### src/rtl/dds_sweep_ctrl.sv
// Frequency-sweep sequencer feeding a DDS phase accumulator: steps a registered
// tuning word between shadowed endpoints in single, sawtooth or triangle mode.
module dds_sweep_ctrl #(
  parameter int M = 27,
  parameter int D = 16
) (
  input  logic         clk,
  input  logic         rst_n,
  input  logic         start,
  input  logic         stop,
  input  logic [1:0]   mode,
  input  logic [M-1:0] f_start,
  input  logic [M-1:0] f_stop,
  input  logic [M-1:0] f_step,
  input  logic [D-1:0] dwell,
  output logic [M-1:0] P,
  output logic         val_out,
  output logic         ena_ac,
  output logic         rst_ac,
  output logic         busy,
  output logic         done,
  output logic         cfg_err
);

  localparam logic [1:0] S_IDLE = 2'd0;
  localparam logic [1:0] S_RUN  = 2'd1;
  localparam logic [1:0] S_DONE = 2'd2;

  localparam logic [1:0] MODE_SAW = 2'b01;
  localparam logic [1:0] MODE_TRI = 2'b10;

  localparam logic [D-1:0] CNT_ONE = {{(D-1){1'b0}}, 1'b1};

  logic [1:0]   state;
  logic [1:0]   mode_s;
  logic [M-1:0] f_start_s;
  logic [M-1:0] f_stop_s;
  logic [M-1:0] f_step_s;
  logic [D-1:0] dwell_s;
  logic [D-1:0] cnt;
  logic         dir_up;

  logic [M:0]   up_sum;
  logic [M:0]   dn_lim;
  logic [M-1:0] up_word;
  logic [M-1:0] dn_word;
  logic         cfg_ok;

  // One extra bit on both sums so a step near the top of the range saturates
  // at the endpoint instead of wrapping.
  always_comb begin
    up_sum  = {1'b0, P} + {1'b0, f_step_s};
    dn_lim  = {1'b0, f_start_s} + {1'b0, f_step_s};
    up_word = (up_sum >= {1'b0, f_stop_s}) ? f_stop_s : up_sum[M-1:0];
    dn_word = ({1'b0, P} < dn_lim) ? f_start_s : (P - f_step_s);
    cfg_ok  = (f_stop >= f_start);
  end

  // NOTE: sequential state uses non-blocking assignments only, so every
  // register samples pre-edge values regardless of statement order.
  always_ff @(posedge clk or negedge rst_n) begin
    if (!rst_n) begin
      state     <= S_IDLE;
      mode_s    <= '0;
      f_start_s <= '0;
      f_stop_s  <= '0;
      f_step_s  <= '0;
      dwell_s   <= '0;
      cnt       <= '0;
      dir_up    <= 1'b1;
      P         <= '0;
      val_out   <= 1'b0;
      ena_ac    <= 1'b0;
      rst_ac    <= 1'b1;
      busy      <= 1'b0;
      done      <= 1'b0;
      cfg_err   <= 1'b0;
    end else begin
      done    <= 1'b0;
      cfg_err <= 1'b0;

      if (state != S_IDLE && stop) begin
        state   <= S_IDLE;
        P       <= '0;
        val_out <= 1'b0;
        ena_ac  <= 1'b0;
        rst_ac  <= 1'b1;
        busy    <= 1'b0;
      end else if (state != S_RUN && start) begin
        if (cfg_ok) begin
          mode_s    <= mode;
          f_start_s <= f_start;
          f_stop_s  <= f_stop;
          f_step_s  <= f_step;
          dwell_s   <= dwell;
          cnt       <= dwell;
          dir_up    <= 1'b1;
          P         <= f_start;
          state     <= S_RUN;
          val_out   <= 1'b1;
          ena_ac    <= 1'b1;
          rst_ac    <= 1'b0;
          busy      <= 1'b1;
        end else begin
          cfg_err <= 1'b1;
        end
      end else if (state == S_RUN) begin
        if (cnt != '0) begin
          cnt <= cnt - CNT_ONE;
        end else begin
          cnt <= dwell_s;
          if (dir_up) begin
            if (P == f_stop_s) begin
              // Top endpoint: restart, turn around, or finish depending on mode.
              if (mode_s == MODE_SAW) begin
                P <= f_start_s;
              end else if (mode_s == MODE_TRI) begin
                dir_up <= 1'b0;
                P      <= dn_word;
              end else begin
                state <= S_DONE;
                done  <= 1'b1;
              end
            end else begin
              P <= up_word;
            end
          end else begin
            if (P == f_start_s) begin
              dir_up <= 1'b1;
              P      <= up_word;
            end else begin
              P <= dn_word;
            end
          end
        end
      end
    end
  end

endmodule

### config.mk
export PLATFORM = sky130hd
export DESIGN_NAME = dds_sweep_ctrl
export DESIGN_NICKNAME = d
export VERILOG_FILES = /design/src/rtl/dds_sweep_ctrl.sv
export SDC_FILE = /design/constraint.sdc
export NUM_CORES = 1
export LEC_CHECK = 0
export CORE_ASPECT_RATIO = 1.1
export CORE_MARGIN = 2
export CORE_UTILIZATION = 30
export CTS_CLUSTER_DIAMETER = 200
export DETAILED_ROUTE_END_ITERATION = 6
export PLACE_DENSITY = 0.55
export REMOVE_ABC_BUFFERS = 1
export SYNTH_ARGS = -nofsm -noshare
export SYNTH_HDL_FRONTEND = slang
export SYNTH_SLANG_ARGS = --single-unit
export TNS_END_PERCENT = 20
### constraint.sdc
create_clock -name clk -period 9.7 [get_ports clk]
set_input_delay 1.94 -clock clk [delete_from_list [all_inputs] [get_ports clk]]
set_output_delay 1.94 -clock clk [all_outputs]
set_load 0.03 [all_outputs]
==> impl_results.md <==
* Sequential group share of total power at 19.1%
* Required time of the critical path at 10.08 ns
* Clock network latency to the later pin of the worst-skew pair at 0.46 ns
* Skew final at 0.0113 ns
* CTS sink cnt at 149
* Endpoint class of the critical path: flip-flop
* Horizontal extent of the die at 210 um
* Maximum number of pins on one net before global-route repair at 101
* Initial DRC count at 895
* Number of warnings printed during yosys synthesis at 0
* Buffers added on ports at 135
* Number of standard cells after synthesis at 1762
* Hold buffer count at CTS at 0
* Final-report max-slew violation count at 0
* Placeable core region at 46400 um^2
* Hold violation total from the final report at 0
* First-pass GRT wire length at 80400 um
* Net switching power figure at 3750 uW
* Async S/R FF share, synth at 100%
* Number of placement rows at 83
* Leak Pwr at 0.00737 uW
* Fillers at 4793
* Avg Inst Size Synth at 7.94 um^2
* Number of levels the H-tree was split into at 4
* Area growth, synth to finish at 17.6%
* DRC violations left at 0
* Number of primary I/O pins at 136
* Half-perimeter wire length of the detailed placement result at 40500 um
* Vias in the first global route at 13400
* Final ANT Viol Nets at 0
* Status: finished clean
* Final GP Congestion at 0.944
* Fraction of final layout cells sized beyond drive strength 1 at 3.91%
* Number of buffers on the longest clock path at 2
* Crit path kind: in -> reg
* Antenna violations before repair at 0
* Area used by multi-input combinational logic at 9450 um^2
* Sequential cell area fraction in the yosys report at 26.7%
* Reported max-cap violation count at 0
* Vertical extent of the die at 231 um
* Worst setup timing slack at the placement stage at 1.56 ns
* Clock tree from TritonCTS: built
* Worst max-slew margin expressed relative to the limit at 25.1%
* Clock network fraction of design power at 10.0%
* Post-cts gate resize count at 0
* Final clock period utilization by the worst path at 72.2%
* Count of inserted antenna diode cells at 0
* Number of enable-type register cells in the synthesized netlist at 0
* Final worst-path setup slack at 2.69 ns
* Overflow left after global routing at 0
* Root Driver: clkbuf_16
* Postcts setup bufs at 0
* Combined area of all synthesized cells at 14000 um^2
* Cell Int Power at 3200 uW
* Final hold slack at 0.477 ns
* Routed wire length at 52700 um
* Mean routed wirelength per cell at 21.4 um
* Startpoint types: primary input
* Path class of the lowest-slack min-delay path: reg -> reg
* Cell types occupying the most area after synthesis: dfrtp_1 26%, ha_1 15%, nand2_1 7.1%, xnor2_1 6.3%, o21ai_0 5.6%
* Main synth FF type: dfrtp_1
* Total routing usage reported by global routing at 21.9%
* RSZ-0062 raised after global routing: false
* Arrival time reported for the critical path endpoint at 7.39 ns
* Final layout net count at 2123
* Area share of the largest cell type after synthesis at 26.3%
* Die Area at 48400 um^2
* Least-Margin Pin Slew at 1.10 ns
* Finish-stage setup viols at 0
* Number of vias per cell at 5.44
* Setup TNS at 0 ns
* Fmax at 143 MHz
* Library cell with the largest summed area after synthesis: dfrtp_1
* Count of vias placed by the detailed router at 13400
* TritonCTS Buffers at 17
* Critical Path Fanout Max at 63
* Detailed-routing iteration count for the pre-antenna-repair pass at 6
* Final Critical Period at 7.01 ns
* Peak supply drop at 0.000213 V
* Flops & latches, synth at 149
* Starting density of the core at 30.2%
* Reg clk slew, reported paths at 0.07 ns
* Total power density per cell area at 422 nW/um^2
* Number of distinct library cells after synthesis at 77
* Comb pwr share at 70.9%
* Switching Share at 54.0%
* Reg area at 3730 um^2
==> registers in the layout, indices dropped and copies added (netlist names), 2 cells and up <==
signal and cells:
P 27, cnt 16, dwell_s 16, f_start_s 27, f_step_s 27, f_stop_s 27, mode_s 2, state 2
==> power by group through the flow <==
stage	Combinational (uW)	Clock, uW	Sequential [uW]
after floorplan	3420	0	1270
after global placement	4820	0	1330
after detailed placement	4840	0	1330
after CTS	4870	703	1320
after global routing	5430	725	1370
final	4920	693	1330
==> worst paths after layout <==
| check | startpoint | endpoint | slack, ns | cells past startpoint |
|---|---|---|---|---|
| max in group asynchronous | rst_n | f_stop_s[8] | 6.68 | 2 |
| max reg2reg | P[0] | P[11] | 2.78 | 20 |
| min | dwell_s[11] | dwell_s[11] | 0.48 | 2 |
| max | f_start[21] | P[10] | 2.69 | 14 |
| min in group asynchronous | rst_n | f_step_s[26] | 1.60 | 1 |
| min reg2reg | dwell_s[11] | dwell_s[11] | 0.48 | 2 |
==> metrics by stage <==
stage | total power (uW) | utilization, % | std cells | area [um^2]
5_1_grt | 7520 | 35.5 | 2461 | 16500
2_1_floorplan | 4690 | - | 1684 | 13600
4_1_cts | 6900 | 35.4 | 2460 | 16400
3_5_place_dp | 6170 | 34.2 | 2428 | 15900
6_report | 6950 | 35.5 | 2461 | 16500
3_3_place_gp | 6140 | 34.2 | 2428 | 15900
==> cell families (layout without fill, tap and decap cells) <==
| logic type | after synthesis | in the layout | synth area share [%] |
|---|---|---|---|
| AND/OR/NAND/NOR | 559 | 559 | 18.0 |
| XOR/XNOR | 140 | 140 | 8.76 |
| multiplexers | 37 | 37 | 2.71 |
| flip-flops | 149 | 149 | 26.7 |
| adder cells (fa/ha/maj) | 167 | 167 | 15.1 |
| buffers and inverters | 205 | 309 | 5.92 |
| AO/OA/AOI/OAI | 505 | 505 | 22.9 |
==> cell usage after synthesis, types with 31 or more instances <==
library cell  instances
a211oi_1             32
a21oi_1             134
clkbuf_1             56
dfrtp_1             147
ha_1                164
inv_1               127
nand2_1             263
nor2_1              119
nor3_1               31
o21ai_0             156
xnor2_1             100
xor2_1               40
==> placed cells by master (no fill, tap or decap), types with 6 or more instances in the layout <==
cell and count:
nand2_1 262, dfrtp_1 147, a22oi_1 20, o21a_1 9, xnor2_1 100, a21oi_1 134
buf_4 14, o211ai_1 28, nor2_1 119, nand3_1 27, inv_6 7, nor3_1 31
o41ai_1 8, nor2b_1 15, nand4_1 23, a21o_1 25, inv_1 127, a221o_1 12
o21bai_1 9, nor3b_1 7, mux2i_1 30, o31ai_1 9, a211oi_1 32, clkdlybuf4s50_1 134
and2_1 10, nor4_1 14, ha_1 164, a31oi_1 6, mux2_2 7, and3_1 9
o21ai_0 156, clkbuf_16 17, nand2b_1 16, xor2_1 40
==> critical path: stages <==
cell,delay (ns)
clkdlybuf4s50_1,0.58
inv_1,0.09
ha_1,0.32
nand4_1,0.30
or4_1,0.54
nor3_1,0.63
o31ai_1,0.36
a211oi_1,0.66
a211oi_4,0.07
buf_4,0.32
nor2_4,0.55
buf_4,0.66
a22oi_1,0.21
o21ai_0,0.12
==> cell type report <==
type | count | area share [%]
clock buffer | 17 | 2.58
clock inverter | 15 | 0.958
inverter | 127 | 2.90
multi-input combinational | 1408 | 57.4
sequential | 149 | 22.7
tap | 595 | 4.52
timing repair buffer | 150 | 8.97
==> per-layer routing <==
metal | global-route usage [%] | up-vias | wire length [um]
li1 | - | 6406 | -
met4 | 8.49 | 0 | 1810
met1 | 29.0 | 6494 | 23700
met5 | 0 | - | 0
met2 | 36.3 | 404 | 24800
met3 | 2.78 | 96 | 2470
Power figures use the tool's default switching activity.
